## config.mk

```make
export PLATFORM = sky130hd
export DESIGN_NAME = ifu_fetch
export DESIGN_NICKNAME = d
export VERILOG_FILES = /design/src/rtl/ifu_fetch.sv
export SDC_FILE = /design/constraint.sdc
export NUM_CORES = 1
export LEC_CHECK = 0
export CORE_MARGIN = 2
export CORE_UTILIZATION = 40
export CTS_CLUSTER_SIZE = 24
export DETAILED_ROUTE_END_ITERATION = 10
export GPL_TIMING_DRIVEN = 0
export PLACE_DENSITY = 0.7
export SYNTH_ARGS = -nofsm -noshare
export SYNTH_HDL_FRONTEND = slang
export SYNTH_SLANG_ARGS = --single-unit
```

## constraint.sdc

```tcl
create_clock -name clk -period 2.3 [get_ports clk]
set_input_delay 0.23 -clock clk [delete_from_list [all_inputs] [get_ports clk]]
set_output_delay 0.23 -clock clk [all_outputs]
set_load 0.005 [all_outputs]
```

## src/rtl/ifu_fetch.sv

```systemverilog
// Instruction fetch unit: issues one instruction-memory request per PC, waits
// for the response and hands the word to decode, then pulses pc_update so the
// PC register advances. A flush from execute discards the fetch in flight.
// Misaligned PCs (when CHECK_ALIGN=1) never reach memory and instead produce
// a faulting NOP.
`timescale 1ns/1ps
module ifu_fetch #(
  parameter bit CHECK_ALIGN = 1'b1
) (
  input  logic        clk,
  input  logic        rst,
  input  logic [31:0] pc,
  output logic        pc_update,
  input  logic        flush,
  output logic        req_valid,
  input  logic        req_ready,
  output logic [31:0] req_addr,
  input  logic        rsp_valid,
  output logic        rsp_ready,
  input  logic [31:0] rsp_data,
  input  logic        rsp_err,
  output logic        inst_valid,
  input  logic        inst_ready,
  output logic [31:0] inst,
  output logic [31:0] inst_pc,
  output logic        inst_fault
);

  // Canonical NOP (addi x0, x0, 0) delivered in place of a misaligned fetch.
  localparam logic [31:0] NOP_INST = 32'h0000_0013;

  typedef enum logic [1:0] {
    S_IDLE,
    S_REQ,
    S_WAIT,
    S_HOLD
  } state_e;

  state_e      state_q, state_d;
  logic        drop_q, drop_d;
  logic [31:0] addr_q, addr_d;
  logic        req_valid_q, req_valid_d;
  logic [31:0] req_addr_q, req_addr_d;
  logic        rsp_ready_q, rsp_ready_d;
  logic        inst_valid_q, inst_valid_d;
  logic [31:0] inst_q, inst_d;
  logic [31:0] inst_pc_q, inst_pc_d;
  logic        inst_fault_q, inst_fault_d;

  logic        misaligned;

  assign misaligned = CHECK_ALIGN && (pc[1:0] != 2'b00);

  // Next-state and next-output logic; every output is registered so decode
  // and memory see glitch-free, stable handshake signals.
  always_comb begin
    state_d      = state_q;
    drop_d       = drop_q;
    addr_d       = addr_q;
    req_valid_d  = req_valid_q;
    req_addr_d   = req_addr_q;
    rsp_ready_d  = rsp_ready_q;
    inst_valid_d = inst_valid_q;
    inst_d       = inst_q;
    inst_pc_d    = inst_pc_q;
    inst_fault_d = inst_fault_q;

    unique case (state_q)
      S_IDLE: begin
        // A redirect arriving while idle means pc is about to change, so
        // sampling it now would fetch from a stale address.
        if (!flush) begin
          addr_d = pc;
          if (misaligned) begin
            state_d      = S_HOLD;
            inst_valid_d = 1'b1;
            inst_d       = NOP_INST;
            inst_fault_d = 1'b1;
            inst_pc_d    = pc;
          end else begin
            state_d     = S_REQ;
            req_valid_d = 1'b1;
            req_addr_d  = pc;
          end
        end
      end

      S_REQ: begin
        // The request cannot be withdrawn once offered; a flush only marks
        // the eventual response for discard.
        if (flush) begin
          drop_d = 1'b1;
        end
        if (req_ready) begin
          state_d     = S_WAIT;
          req_valid_d = 1'b0;
          rsp_ready_d = 1'b1;
        end
      end

      S_WAIT: begin
        if (rsp_valid) begin
          rsp_ready_d = 1'b0;
          if (drop_q || flush) begin
            drop_d  = 1'b0;
            state_d = S_IDLE;
          end else begin
            state_d      = S_HOLD;
            inst_valid_d = 1'b1;
            inst_d       = rsp_data;
            inst_fault_d = rsp_err;
            inst_pc_d    = addr_q;
          end
        end else if (flush) begin
          drop_d = 1'b1;
        end
      end

      S_HOLD: begin
        // Flush takes priority over the handoff; either way the held word is
        // retired and the next PC is sampled from IDLE.
        if (flush || inst_ready) begin
          state_d      = S_IDLE;
          inst_valid_d = 1'b0;
        end
      end

      default: begin
        state_d = S_IDLE;
      end
    endcase
  end

  // State and registered outputs; reset abandons any transaction in flight.
  always_ff @(posedge clk or negedge rst) begin
    if (!rst) begin
      state_q      <= S_IDLE;
      drop_q       <= 1'b0;
      addr_q       <= 32'h0;
      req_valid_q  <= 1'b0;
      req_addr_q   <= 32'h0;
      rsp_ready_q  <= 1'b0;
      inst_valid_q <= 1'b0;
      inst_q       <= 32'h0;
      inst_pc_q    <= 32'h0;
      inst_fault_q <= 1'b0;
    end else begin
      state_q      <= state_d;
      drop_q       <= drop_d;
      addr_q       <= addr_d;
      req_valid_q  <= req_valid_d;
      req_addr_q   <= req_addr_d;
      rsp_ready_q  <= rsp_ready_d;
      inst_valid_q <= inst_valid_d;
      inst_q       <= inst_d;
      inst_pc_q    <= inst_pc_d;
      inst_fault_q <= inst_fault_d;
    end
  end

  assign req_valid  = req_valid_q;
  assign req_addr   = req_addr_q;
  assign rsp_ready  = rsp_ready_q;
  assign inst_valid = inst_valid_q;
  assign inst       = inst_q;
  assign inst_pc    = inst_pc_q;
  assign inst_fault = inst_fault_q;

  // The PC write-enable follows the decode handshake directly so the PC
  // register advances in the same cycle the word is taken.
  assign pc_update = inst_valid_q && inst_ready && !flush;

`ifndef SYNTHESIS
  // An offered request must stay put until memory accepts it.
  a_req_stable: assert property (@(posedge clk) disable iff (!rst)
    (req_valid && !req_ready) |=> (req_valid && $stable(req_addr)));
`endif

endmodule

```

==> results of run 1 <==
## cells in the mapped netlist
cell type	n	area [sq um]
buf_2	14	70.1
buf_4	4	30.0
o22ai_1	1	6.26
a2111oi_2	1	15.0
nor3_1	1	5.00
nand2_1	36	135
a32oi_1	1	8.76
buf_6	1	11.3
mux2_2	127	1430
o31ai_1	1	7.51
dfrtp_1	135	3380
nor2b_1	1	6.26
a21oi_1	5	25.0
nor3_2	1	10.0
and2_1	2	12.5
mux2i_1	29	290
o21a_1	1	7.51
a311o_1	1	10.0
clkbuf_1	4	15.0
o22a_1	1	8.76
o21ai_0	6	30.0
nor2_1	5	18.8
or2_2	1	6.26
nand2b_1	6	37.5
mux2_1	3	33.8
inv_1	31	116
or3b_2	1	8.76
## report_power, final
part / switching [uW] / total, uW / internal (uW) / leakage [uW]
clock network: 1010 / 2730 / 1720 / 0.000295
logic: 1690 / 4740 / 3050 / 0.00157
registers: 603 / 4160 / 3560 / 0.00164
total: 3300 / 11600 / 8320 / 0.00351
## layout make-up
class                   instances  area share
multi-input cells             231       0.255
flip-flops and latches        135       0.407
well taps                     180      0.0271
repair buffers                172       0.210
clock inverters                14      0.0190
plain buffers                  23      0.0152
inverters                      31      0.0140
clock buffers                  18      0.0529
## logic make-up after synthesis
family,synth area share
muxes,0.306
AOI/OAI and AO/OA,0.0207
DFF,0.589
buffers and inverters,0.0423
and+or+nand+nor,0.0419
## worst min-delay path by stage
| stage | start | to | slack [ns] |
|---|---|---|---|
| global route | flush | state_q[0] | 0.32 |
| CTS | flush | state_q[0] | 0.27 |
| floorplan | rst | addr_q[0] | -0.07 |
| detailed placement | rst | inst_pc[17] | 0.26 |
| global placement | inst[1] | inst[1] | 0.47 |
| finish | flush | state_q[0] | 0.29 |
## flip-flops by register name, summed over array words and instances (netlist names)
name,cells
state_q,2
addr_q,32
req_valid,1
inst,32
inst_valid,1
inst_pc,32
rsp_ready,1
req_addr,32
inst_fault,1
drop_q,1
## critical path, stage by stage (launching register included)
cell and delay (ns):
dfrtp_1 0.42, nand2b_1 0.20, a2111oi_2 0.49, buf_4 0.28
buf_6 0.18, mux2_2 0.35
## metrics by stage
stage	cells	total power (uW)	hold slack (ns)	area, sq um	util
final	804	11600	0.285	8300	0.595
after global routing	804	12400	0.322	8300	0.595
after detailed placement	771	9000	0.263	7690	0.552
after global placement	770	8820	0.471	7660	0.550
after CTS	804	11800	0.272	8300	0.595
after floorplan	420	6480	-0.0656	5730	-
## routing by layer
metal | part of all wire | track usage | vias up
li1 | - | - | 1810
met1 | 0.43 | 0.228 | 1959
met2 | 0.47 | 0.286 | 134
met3 | 0.090 | 0.0847 | 9
met4 | 0.0077 | 0.0526 | 0
met5 | 0 | 0 | -
==> metrics.md, run 1 <==
| Metric | Value |
|---|---|
| Outcome | `finished clean` |
| Die height | `between 100 and 150 microns` |
| DR WL/cell | `approximately 16 microns` |
| WHS Path Cells | `2` |
| Sequential cell area | `around 3400 sq um` |
| Worst VDD drop | `0.752 mV` |
| Die area | `15,300 sq um` |
| Setup crit start | `drop_q` |
| Clock Path Buffers | `2` |
| Antenna diodes | `0` |
| Vias per Instance | `4.87` |
| Clock Latency Late Sink | `0.41 ns` |
| Startpoint types | `flop` |
| Yosys warning count | `0` |
| Reg clk slew, reported paths | `0.06 ns` |
| Worst Reg-to-Reg Cells | `5` |
| CTS tree | `done` |
| Power Dens Cells | `1400 nW/um^2` |
| Routability cong. | `0.790` |
| FF-to-FF End | `inst_pc[25]` |
| Postcts setup bufs | `0` |
| Num CTS Buffers | `17` |
| Initial Util | `0.412` |
| R2R Setup Slk | `about 0.27 ns` |
| Critical path arrival | `2.32 ns` |
| TritonRoute pass-1 iters | `4` |
| RSZ-0062 raised after global routing | `false` |
| Fillers | `1,103` |
| Avg Cell Area, Syn | `between 10 and 15 sq um` |
| Io pins | `172` |
| Crit path time final | `a little over 2 ns` |
| Layout cell share with drive strength beyond 1 | `0.295` |
| Initial antenna violation count | `0` |
| Pin count of the biggest net entering global routing | `72` |
| Total track usage | `0.183` |
| Most frequent cells in the layout | `clkdlybuf4s50_1 (169), dfrtp_1 (135), mux2_2 (127)` |
| Hold Path Class | `input port to flop` |
| Crit path capture | `inst_pc[25]` |
| Synth unique cells | `27` |
| Leakage | `0.00351 uW` |
| Setup Total Neg Slack | `0 ns` |
| CTS resizes | `0` |
| Row count | `43` |
| Syn nets | `491` |
| Remaining Overflow, GRT | `0` |
| Post-DP HPWL | `around 9000 microns` |
| Max Clock Skew | `0.00578 ns` |
| Clock sink count | `approximately 140` |
| DR iter-0 viols | `136` |
| Maxcap violations | `0` |
| Top achievable clock speed | `492 MHz` |
| Vias in the first global route | `approximately 4,200` |
| Routed Antenna Nets | `0` |
| Area grow syn2layout | `44.7%` |
| First-pass GRT wire length | `between 20,000 and 25,000 microns` |
| Final Hold Viols | `0` |
| Post-Syn Area | `between 5000 and 6000 sq um` |
| Multi-input gate area | `between 2000 and 2500 sq um` |
| Drt drc | `0` |
| Slew HR | `0.580` |
| Worst Path Required | `2.59 ns` |
| WL final | `13,100 microns` |
| Final setup viols | `0` |
| Post-route clock period utilization | `0.884` |
| Max Slew Vio Count | `0` |
| Seq cells post-synth | `135` |
| Post-CTS Hold Buffers | `1` |
| Critical Path End Type | `flop` |
| CTS H-tree depth | `4` |
| Clk root buf | `clkbuf_16` |
| CORE AREA | `13,900 sq um` |
| Gate Count Post-Synth | `between 400 and 500` |
| DP Worst Slack | `-0.0618 ns` |
| PortBufs | `170` |
| Final WS setup | `0.267 ns` |
| Worst Tran Pin Value | `0.630 ns` |
| Sequential area share after synthesis | `0.589` |
| Worst-path fanout max | `10` |
| Reg-to-Reg Start | `drop_q` |
| Nets | `682` |
| Commonest non-fill, non-tap cell in the layout | `clkdlybuf4s50_1` |
| Vias | `3,912` |
| Die X | `124 microns` |
| Critical path class | `flop to flop` |
No activity file was read; power rests on OpenSTA's default activity.
==> inputs of run 2 (changes only) <==
Settings changed: ABC_AREA set to 0, CORE_MARGIN 2 to 4.
Clock period 2.3 ns to 2.4 ns, I/O delays scaled along.
==> run 2 against run 1 <==
Net effect:
- routed wire length up 2.8%
- setup slack better by 0.11 ns
- count of clock-buffer cells in the layout up 8
- cell area down 0.57%
- global-route usage down 1.0 points
- clock skew up 0.0010 ns
- largest cell class unchanged
- largest power group unchanged
==> metrics.md, run 2 (same netlist as run 1, synthesis figures left out) <==
| Metric | Value |
|---|---|
| Io pins | `172 (unchanged)` |
| Design Area, Final | `8250 sq um (-0.57%)` |
| Final Hold Viols | `0 (unchanged)` |
| CTS resizes | `0 (unchanged)` |
| Initial antenna violation count | `0 (unchanged)` |
| Crit path time final | `2.02 ns (-0.0130 ns)` |
| Hold Path Class | `input port to flop` |
| Reg-to-Reg Start | `drop_q` |
| CTS tree | `done` |
| WL final | `13,400 microns (+2.8%)` |
| Die X | `128 microns (+3.2%)` |
| Final setup viols | `0 (unchanged)` |
| Reg clk slew, reported paths | `0.05 ns (about the same)` |
| Worst Tran Pin Value | `0.609 ns (-0.0210 ns)` |
| Leakage | `0.00348 uW (-0.76%)` |
| Maxcap violations | `0 (unchanged)` |
| TritonRoute pass-1 iters | `4 (unchanged)` |
| RSZ-0062 raised after global routing | `false` |
| Num CTS Buffers | `17 (unchanged)` |
| Post-DP HPWL | `9590 microns (+5.5%)` |
| Routed Antenna Nets | `0 (unchanged)` |
| Routability cong. | `0.792 (+0.28%)` |
| Setup crit start | `drop_q` |
| Post-CTS Hold Buffers | `1 (unchanged)` |
| Cell internal pwr | `7900 uW (-5.1%)` |
| Worst Path Required | `2.69 ns (+0.10 ns)` |
| Die height | `128 microns (+3.2%)` |
| Clock share of power | `0.222 (-0.013)` |
| DP Worst Slack | `0.0641 ns (+0.126 ns)` |
| Commonest non-fill, non-tap cell in the layout | `clkdlybuf4s50_1` |
| Max Clock Skew | `0.00679 ns (+0.00101 ns)` |
| Top achievable clock speed | `495 MHz (+0.64%)` |
| Worst path cell trace | `nand2b_1 > a2111oi_2 > buf_4 > buf_6 > mux2_2` |
| Drt drc | `0 (unchanged)` |
| Total track usage | `0.173 (-0.0103)` |
| CTS H-tree depth | `4 (unchanged)` |
| Crit-path slowest cell | `a2111oi_2` |
| Clock Path Buffers | `2 (unchanged)` |
| Metal2 WL | `6420 microns (+4.2%)` |
| Placed instance area | `7690 sq um (unchanged)` |
| Pin count of the biggest net entering global routing | `72 (unchanged)` |
| Nets | `682 (unchanged)` |
| Slew HR | `0.594 (+0.0140)` |
| Row count | `43 (unchanged)` |
| Min Hold Slack | `0.301 ns (+0.0151 ns)` |
| PortBufs | `170 (unchanged)` |
| Met3 WL | `1160 microns (-1.0%)` |
| Switch Pwr | `3100 uW (-6.0%)` |
| Critical path class | `flop to flop` |
| Power Dens Cells | `1330 nW/um^2 (-4.8%)` |
| CORE AREA | `13,900 sq um (unchanged)` |
| Vias in the first global route | `4,294 (+3.2%)` |
| Final Util | `0.592 (-0.00341)` |
| CP max stage delay | `0.46 ns (-0.03 ns)` |
| Worst VDD drop | `0.634 mV (-16%)` |
| Clk root buf | `clkbuf_16` |
| Area grow syn2layout | `43.9%` |
| Max Slew Vio Count | `0 (unchanged)` |
| Multi-input gate area | `2110 sq um (unchanged)` |
| Remaining Overflow, GRT | `0 (unchanged)` |
| Outcome | `finished clean` |
| Worst-path fanout max | `10 (unchanged)` |
| Vias | `3,905 (-0.18%)` |
| Clock sink count | `135 (unchanged)` |
| Sequential cell area | `3380 sq um (unchanged)` |
| Postcts setup bufs | `0 (unchanged)` |
| Comb pwr share | `0.415 (+0.007)` |
| Hold_sp | `flush` |
| M1 wire length | `5620 microns (about the same)` |
| Die area | `16,300 sq um (+6.6%)` |
| Sw Share | `0.282 (-0.00201)` |
| Max Used Layer | `met4` |
| Tot Pwr | `11,000 uW (-5.4%)` |
| Post-route clock period utilization | `0.842 (-0.0422)` |
| DR WL/cell | `16.8 microns (+3.1%)` |
| Startpoint types | `flop` |
| First-pass GRT wire length | `22,000 microns (+4.5%)` |
| Final WS setup | `0.380 ns (+0.113 ns)` |
| Most frequent cells in the layout | `clkdlybuf4s50_1 (169), dfrtp_1 (135), mux2_2 (127)` |
| Initial Util | `0.412 (unchanged)` |
| Antenna diodes | `0 (unchanged)` |
| Register share of total power | `0.363 (+0.005)` |
| Vias per Instance | `4.87 (about the same)` |
| Layout cell share with drive strength beyond 1 | `0.281 (-0.0135)` |
| Critical path arrival | `2.31 ns (about the same)` |
| Critical Path End Type | `flop` |
| DR iter-0 viols | `91 (-33%)` |
| Fillers | `1,133 (+2.7%)` |
| Clock Latency Late Sink | `0.41 ns (about the same)` |
==> run 2: cell types whose count changed in the layout (fill, tap and decap cells not counted), sizes merged <==
cell,before,now
clkbuf,22,30
bufinv,3,2
clkinvlp,2,0
clkinv,9,2
==> run 2: path summary, 6_finish.rpt <==
kind	endpoint	slack, ns	cells past startpoint
min in group asynchronous	addr_q[16]	0.38	2
worst min register to register	req_addr[0]	0.49	1
worst max-delay path	inst_pc[27]	0.38	5
worst min-delay path	state_q[0]	0.30	2
worst max register to register	inst_pc[27]	0.38	5
max in group asynchronous	inst[16]	1.25	3
==> run 2: per-stage QoR <==
stage               TNS, ns  cells
global route              0    802
finish                    0    802
CTS                       0    802
global placement    -559.26    770
detailed placement        0    771
floorplan                 0    420
==> run 2: worst max-delay path, delay by kind of cell, from the launching register on <==
kind,cells,cell delay (ns)
buf+inv,2,0.47
compound gates,1,0.46
flops,1,0.41
mux,1,0.35
simple gates,1,0.20
==> run 2: layout make-up <==
class	count	area share
Inverter	31	0.0141
Clock inverter	4	0.00849
Timing Repair Buffer	172	0.211
Sequential cell	135	0.410
Tap cell	180	0.0273
Multi-Input combinational cell	231	0.256
Buffer	23	0.0153
Clock buffer	26	0.0581
==> run 2: power by group through the flow <==
stage          clock [uW]  combinational (uW)  sequential, uW
2_1_floorplan           0                2200            4010
3_3_place_gp            0                4520            3970
3_5_place_dp            0                4630            4030
4_1_cts              2520                4660            4000
5_1_grt              2620                4990            4140
6_report             2450                4560            3990
==> run 2: layer usage <==
metal  vias up  global-route usage
met4         0              0.0605
met2       129               0.273
met1      1936               0.214
li1       1819                   -
met5         -                   0
met3        21              0.0717
